### src/rtl/mdu_types_pkg.sv
// mdu_types_pkg: operation codes, FSM states and op-decode helpers for the multiply/divide unit
package mdu_types_pkg;
  typedef enum logic [2:0] {
    MDU_MUL, MDU_MULH, MDU_MULHSU, MDU_MULHU, MDU_DIV, MDU_DIVU, MDU_REM, MDU_REMU
  } mdu_op_t;
  typedef enum logic [2:0] {IDLE, PREP, BUSY, POST, DONE} mdu_state_t;
  function automatic logic is_div(input mdu_op_t op);
    return op[2];
  endfunction
  function automatic logic is_rem(input mdu_op_t op);
    return op[2] & op[1];
  endfunction
  function automatic logic is_signed_a(input mdu_op_t op);
    return op == MDU_MULH || op == MDU_MULHSU || op == MDU_DIV || op == MDU_REM;
  endfunction
  function automatic logic is_signed_b(input mdu_op_t op);
    return op == MDU_MULH || op == MDU_DIV || op == MDU_REM;
  endfunction
endpackage

### src/rtl/mdu_iter_step.sv
// mdu_iter_step: one shift-add multiply or restoring divide iteration on the shared hi/lo pair
module mdu_iter_step #(
  parameter int WIDTH = 32
) (
  input  logic             div,
  input  logic [WIDTH-1:0] hi,
  input  logic [WIDTH-1:0] lo,
  input  logic [WIDTH-1:0] b,
  output logic [WIDTH-1:0] hi_n,
  output logic [WIDTH-1:0] lo_n
);
  logic [WIDTH:0]   sum;
  logic [WIDTH:0]   sh;
  logic [WIDTH+1:0] diff;
  assign sum  = {1'b0, hi} + (lo[0] ? {1'b0, b} : '0);
  assign sh   = {hi, lo[WIDTH-1]};
  assign diff = {1'b0, sh} - {2'b0, b};
  // A clear top bit of diff means no borrow: keep the difference and emit quotient bit 1
  assign hi_n = div ? (diff[WIDTH+1] ? sh[WIDTH-1:0] : diff[WIDTH-1:0]) : sum[WIDTH:1];
  assign lo_n = div ? {lo[WIDTH-2:0], ~diff[WIDTH+1]} : {sum[0], lo[WIDTH-1:1]};
endmodule

### src/rtl/mdu_iterative.sv
// mdu_iterative: multi-cycle RV32M/RV64M multiply/divide unit, one bit per cycle
module mdu_iterative
  import mdu_types_pkg::*;
#(
  parameter int WIDTH = 32,
  parameter int TAG_W = 5
) (
  input  logic             CLK,
  input  logic             RST,
  input  logic             req_valid,
  output logic             req_ready,
  input  mdu_op_t          req_op,
  input  logic [WIDTH-1:0] req_a,
  input  logic [WIDTH-1:0] req_b,
  input  logic [TAG_W-1:0] req_tag,
  input  logic             flush,
  output logic             resp_valid,
  input  logic             resp_ready,
  output logic [WIDTH-1:0] resp_data,
  output logic [TAG_W-1:0] resp_tag
);
  localparam int CW = $clog2(WIDTH);
  localparam logic [WIDTH-1:0] MIN = {1'b1, {(WIDTH-1){1'b0}}};
  mdu_state_t         state;
  mdu_op_t            op;
  logic [TAG_W-1:0]   tag;
  logic [WIDTH-1:0]   a, b, hi, lo, hi_n, lo_n, a_abs, b_abs, special_val, post_val;
  logic [2*WIDTH-1:0] prod;
  logic [CW-1:0]      count;
  logic               sa, sb, sa_c, sb_c, dz, ovf, special;
  assign req_ready = state == IDLE;
  always_comb begin
    sa_c        = is_signed_a(op) & a[WIDTH-1];
    sb_c        = is_signed_b(op) & b[WIDTH-1];
    a_abs       = sa_c ? -a : a;
    b_abs       = sb_c ? -b : b;
    dz          = b == '0;
    ovf         = (op == MDU_DIV || op == MDU_REM) && a == MIN && b == '1;
    special     = is_div(op) && (dz || ovf);
    special_val = dz ? (is_rem(op) ? a : '1) : (is_rem(op) ? '0 : MIN);
    prod        = (sa ^ sb) ? -{hi, lo} : {hi, lo};
    post_val    = is_div(op) ? (is_rem(op) ? (sa ? -hi : hi) : ((sa ^ sb) ? -lo : lo))
                             : (op == MDU_MUL ? prod[WIDTH-1:0] : prod[2*WIDTH-1:WIDTH]);
  end
  mdu_iter_step #(.WIDTH(WIDTH)) u_step (
    .div (is_div(op)),
    .hi  (hi),
    .lo  (lo),
    .b   (b),
    .hi_n(hi_n),
    .lo_n(lo_n)
  );
  always_ff @(posedge CLK) begin
    if (RST) begin
      state      <= IDLE;
      resp_valid <= 1'b0;
      resp_data  <= '0;
      resp_tag   <= '0;
    end else if (flush) begin
      state      <= IDLE;
      resp_valid <= 1'b0;
    end else begin
      case (state)
        IDLE: if (req_valid) begin
          op    <= req_op;
          a     <= req_a;
          b     <= req_b;
          tag   <= req_tag;
          state <= PREP;
        end
        PREP: if (special) begin
          resp_data  <= special_val;
          resp_tag   <= tag;
          resp_valid <= 1'b1;
          state      <= DONE;
        end else begin
          hi    <= '0;
          lo    <= a_abs;
          b     <= b_abs;
          sa    <= sa_c;
          sb    <= sb_c;
          count <= CW'(WIDTH - 1);
          state <= BUSY;
        end
        BUSY: begin
          hi    <= hi_n;
          lo    <= lo_n;
          count <= count - 1'b1;
          if (count == '0) state <= POST;
        end
        POST: begin
          resp_data  <= post_val;
          resp_tag   <= tag;
          resp_valid <= 1'b1;
          state      <= DONE;
        end
        DONE: if (resp_ready) begin
          resp_valid <= 1'b0;
          state      <= IDLE;
        end
        default: state <= IDLE;
      endcase
    end
  end
endmodule

### config.mk
export PLATFORM = sky130hd
export DESIGN_NAME = mdu_iterative
export DESIGN_NICKNAME = d
export VERILOG_FILES = /design/src/rtl/mdu_types_pkg.sv /design/src/rtl/mdu_iter_step.sv /design/src/rtl/mdu_iterative.sv
export SDC_FILE = /design/constraint.sdc
export NUM_CORES = 1
export LEC_CHECK = 0
export BUFFER_PORTS_ARGS = -buffer_cell sky130_fd_sc_hd__buf_2
export CORE_MARGIN = 10
export CORE_UTILIZATION = 56
export DETAILED_ROUTE_END_ITERATION = 6
export GPL_ROUTABILITY_DRIVEN = 0
export PLACE_DENSITY = 0.76
export SLEW_MARGIN = 20
export SYNTH_ARGS = -nofsm -noshare
export SYNTH_HDL_FRONTEND = slang
export SYNTH_SLANG_ARGS = --single-unit
### constraint.sdc
create_clock -name CLK -period 5.6 [get_ports CLK]
set_input_delay 0.56 -clock CLK [delete_from_list [all_inputs] [get_ports CLK]]
set_output_delay 0.56 -clock CLK [all_outputs]
set_load 0.03 [all_outputs]
==> results of run 1 <==
synthesized netlist by cell type (all sizes together) (21+ instances only):
master and count:
a211oi 32, a21o 29, a21oi 160, clkbuf 87
dfxtp 41, edfxtp 143, ha 71, inv 55
mux2i 40, nand2 183, nand3 31, nor2 215
nor3 52, nor4 29, o21ai 155, o22ai 21
o31ai 23, xnor2 115, xor2 73
stage by stage:
step	total power [W]	setup WS (ps)	instance area (um2)	util, %
2_1_floorplan	0.00183	113	15100	-
3_3_place_gp	0.00193	1490	16000	59.5
3_5_place_dp	0.00194	1360	16000	59.5
4_1_cts	0.00322	1330	16600	61.9
5_1_grt	0.00333	880	16600	62.0
6_report	0.00322	1330	16600	62.0
metal layers:
layer / track usage (%) / vias to the layer above / share of wire [%]
li1: - / 6771 / -
met1: 34.2 / 6719 / 41
met2: 41.1 / 735 / 45
met3: 6.64 / 147 / 9.4
met4: 11.2 / 0 / 4.0
met5: 0 / - / 0
cell type report:
| cell class | count | area [um2] |
|---|---|---|
| Clock buffer | 17 | 425 |
| Fill cell | 2275 | 10200 |
| Multi-Input combinational cell | 1474 | 9470 |
| Timing Repair Buffer | 136 | 746 |
| Sequential cell | 184 | 5110 |
| Clock inverter | 15 | 213 |
| Tap cell | 341 | 427 |
| Inverter | 56 | 210 |
cells by family after synthesis:
group,count (synthesis)
flops,184
xor+xnor,188
mux,44
buf+inv,159
fa+ha+maj,73
simple gates,625
compound gates,544
sequential cells by signal, indices dropped and copies added (netlist names):
| signal | flops |
|---|---|
| sa | 1 |
| lo | 32 |
| op | 3 |
| resp_valid | 1 |
| tag | 5 |
| a | 32 |
| count | 5 |
| state | 3 |
| b | 32 |
| resp_data | 32 |
| hi | 32 |
| resp_tag | 5 |
| sb | 1 |
final timing paths:
kind	startpoint	endpoint	slack, ps	depth (start not counted)
max	a[1]	resp_data[2]	1330	12
min	req_a[20]	a[20]	270	1
max reg2reg	a[1]	resp_data[2]	1330	12
min reg2reg	resp_data[11]	resp_data[11]	440	2
power by group through the flow:
stage          sequential, W  combinational (W)  clock (W)
2_1_floorplan        0.00155           0.000275          0
3_5_place_dp         0.00156           0.000371          0
5_1_grt              0.00154           0.000420    0.00137
4_1_cts              0.00153           0.000374    0.00131
3_3_place_gp         0.00156           0.000363          0
6_report             0.00153           0.000381    0.00130
worst max-delay path, cell delays in order (launching register included):
cell,delay (ps)
edfxtp_1,430
inv_1,100
ha_1,170
or3b_2,460
nor3_1,620
nand4_1,430
nor3_1,350
o21ai_2,150
nand2_1,180
nand2_2,200
nor3_4,710
o21ai_0,230
o21ai_1,160
==> out/metrics.yaml, run 1 <==
antenna_found_initial: 0
final_cell_mix: "213 x nor2_1, 180 x nand2_1, 159 x a21oi_1, 143 x edfxtp_1, 130 x o21ai_0"
syn-instance-count: 1817
core_area_um2: 26800
die_x_um: 184
die-height_um: 184
final_common_cell: "nor2_1"
yosys_warnings: 0
critPathCaptureType: "flop"
drt_iter0_markers: 1857
yosys.area_share.simple_pct: 19.8
start_kind: "flop"
cts_hold_buf: 0
swShare_pct: 29.3
leakage_nw: 6.42
cap_viol_max_count: 0
slew_headroom_pct: 29.5
drt_first_pass_iters: 7
synth-adder-area-share_pct: 6.13
antenna_left: 0
hold_path.class: "input port to flop"
ctsResizeCount: 0
fmax_mhz: 234
vias_per_cell: 6.47
grt_pass1_wl_mm: 71.9
area_growth_pct: 9.67
yosys.area.top_type: "edfxtp_1"
async_flop_share_pct: 0
final_hold_viol_count: 0
root_buffer: "clkbuf_16"
drive_gt1_share_pct: 11.8
critPathRequiredTime_ps: 5990
synth-main-ff-cell: "edfxtp_1"
p_per_area_nw_per_um2: 194
grt_overflow: 0
seqPwrFrac_pct: 47.7
path_class: "flop to flop"
fin_tns_setup_ps: 0
drc: 0
rsz0062_at_grt: "no"
ys_top_cells_by_area: "edfxtp_1 28%, xnor2_1 6.7%, ha_1 5.9%"
period_share_pct: 76.3
synth_xor_area_share_pct: 10.9
finalNetCount: 2019
htree_levels: 4
grt_max_degree: 94
clock_latency_ps: 450
post_cts_buffers: 0
vias: 14400
yosysSeqAreaShare_pct: 33.8
intPower_w: 0.00227
ioPinCount: 116
synth_top_family_by_area: "compound AO/OA/AOI/OAI gates"
dpl.cell_count: 2190
min_period_ps: 4270
dieArea_um2: 34000
rows: 60
synth_edf_count: 143
antenna_cells: 0
clock_skew_ps: 16.4
syn_nets: 1967
synth-compound-area-share_pct: 22.4
drv_slew: 0
setup_violations: 0
synth_seq_cells: 184
ir_drop_uv: 199
switchingPower_w: 0.000943
grt_use_total_pct: 26.4
dpl.hpwl_mm: 33.5
synth_cell_types: 90
port_buffers: 115
clkPwrFrac_pct: 40.4
crit_fanout: 23
clock_sinks: 184
initial_core_util_pct: 56.5
grt_pass1_vias: 13500
cts_buffers: 17
synthMuxAreaShare_pct: 2.94
wire_per_inst_um: 20.6
syn_area_per_cell_um2: 8.34
cts_tree: "done"
worst_pin_slew_ps: 1060
synthesis.area_um2: 15100
synth_top_area_share_pct: 28.4
comb_power_share_pct: 11.9
fin_cells: 2223
hold_ws_ps: 273
cts.clk_slew.worst_paths_ps: 90
clockBufferDepth: 2
status: "finished, final reports clean"
drt-total-wl_mm: 45.7
arrival_ps: 4670
Power figures use the tool's default switching activity.
==> run 2: changes to the inputs <==
Clock period 5.6 ns to 3.5 ns, I/O delays scaled along.
==> out/metrics.yaml, run 2 (same netlist as run 1, synthesis figures left out) <==
worst_pin_slew_ps: 846
grt_max_degree: 59
final_hold_viol_count: 0
drc: 47
vias_per_cell: 6.47
setup_violations: 0
cts_hold_buf: 0
critPathCaptureType: "flop"
final_cell_mix: "212 x nor2_1, 179 x nand2_1, 157 x a21oi_1, 143 x edfxtp_1, 136 x buf_4"
clock_skew_ps: 15.8
antenna_found_initial: 0
cp_top_family: "simple AND/OR/NAND/NOR gates"
startpoint: "lo[13]"
grt_pass1_vias: 14500
wl_met1_mm: 18.9
hold_path.class: "input port to flop"
cp_slowest_cell: "or4_4"
fin_tns_setup_ps: 0
dpl.hpwl_mm: 35.8
comb_power_share_pct: 13.2
drt_iter0_markers: 1950
clock_sinks: 184
arrival_ps: 3820
wl_met2_mm: 22.8
worst_r2r_startpoint: "lo[13]"
p_per_area_nw_per_um2: 293
reg2reg_slack_ps: 60
violations: "design-rule violations"
vias: 15200
antenna_cells: 0
initial_core_util_pct: 56.5
area_growth_pct: 17.5
pre_cts_slack_ps: 1.23
grt_pass1_wl_mm: 76.6
final_util_pct: 66.4
cts_tree: "done"
status: "finished, violations left"
grt_overflow: 0
grt_use_total_pct: 28.1
crit_end: "resp_data[31]"
drt-total-wl_mm: 49.0
period_share_pct: 98.2
cts_buffers: 17
switchingPower_w: 0.00155
met3_wirelength_mm: 5.04
clock_latency_ps: 460
cap_viol_max_count: 0
drt_first_pass_iters: 7
swShare_pct: 29.8
htree_levels: 4
start_kind: "flop"
top_layer: "met4"
setup_ws_ps: 62.0
placed_area_um2: 16800
ioPinCount: 116
crit_path_max_incr_delay_ps: 580
drv_slew: 0
finalNetCount: 2141
clockBufferDepth: 2
leakage_nw: 7.09
port_buffers: 115
path_class: "flop to flop"
min_period_ps: 3440
crit_fanout: 5
dieArea_um2: 34000
die_x_um: 184
fmax_mhz: 291
r2r-end: "resp_data[31]"
worstPathCellList: "or3_1, or3_4, or4_4, nor4_4, nor2_1, xnor2_1, o221ai_1, a21oi_1, or3_1, a21oi_1"
r2r_cells: 10
ir_drop_uv: 326
clkPwrFrac_pct: 39.9
core_area_um2: 26800
seqPwrFrac_pct: 46.9
rsz0062_at_grt: "yes"
final_area_um2: 17800
slew_headroom_pct: 43.5
intPower_w: 0.00366
critPathRequiredTime_ps: 3890
path_buf_inv: 0
fillCellCount: 2161
crit_cells: 10
rows: 60
root_buffer: "clkbuf_16"
die-height_um: 184
antenna_left: 0
drive_gt1_share_pct: 18.8
cts.clk_slew.worst_paths_ps: 90
wire_per_inst_um: 20.9
final_common_cell: "nor2_1"
-- run 2: what timing repair did --
action	4_1_cts	5_1_grt
gates resized for setup	5	47
endpoints found under the setup margin	6	73
buffers inserted	0	20
pin swaps	0	19
-- run 2: layout make-up --
cell class	instances	area (um2)	share of cell area (%)
clock buffers	17	425	2.39
flip-flops and latches	184	5110	28.7
repair buffers	258	1740	9.76
inverters	56	213	1.19
multi-input cells	1474	9690	54.4
well taps	341	427	2.40
clock inverters	15	196	1.10
-- run 2: how the worst min path moves through the flow --
stage,from,cells after the start,to
6_report,req_tag[4],1,tag[4]
3_5_place_dp,resp_data[11],2,resp_data[11]
3_3_place_gp,resp_data[9],2,resp_data[9]
4_1_cts,req_a[25],1,a[25]
5_1_grt,req_tag[4],1,tag[4]
2_1_floorplan,req_a[0],0,a[0]
-- run 2: worst register-to-register path, delay by kind of cell, from the launching register on --
| kind | cells | cell delay [ps] |
|---|---|---|
| flops | 1 | 480 |
| compound gates | 3 | 470 |
| xor+xnor | 1 | 150 |
| simple gates | 6 | 2270 |
-- run 2: power groups by stage --
stage               combinational, W  clock [W]  sequential [W]
floorplan                   0.000443          0         0.00248
global placement            0.000630          0         0.00249
detailed placement          0.000647          0         0.00249
CTS                         0.000656    0.00208         0.00244
global route                0.000748    0.00218         0.00245
finish                      0.000688    0.00208         0.00245
-- run 2: metal layers --
layer / vias to the layer above / global-route usage [%]
li1: 7000 / -
met1: 7034 / 35.0
met2: 926 / 45.2
met3: 202 / 6.32
met4: 0 / 13.2
met5: - / 0
-- run 2: stage by stage --
stage	total power [W]	cells	hold slack (ps)
2_1_floorplan	0.00292	1817	449
3_3_place_gp	0.00312	2293	423
3_5_place_dp	0.00314	2293	425
4_1_cts	0.00518	2325	55.4
5_1_grt	0.00538	2345	47.6
6_report	0.00522	2345	59.9
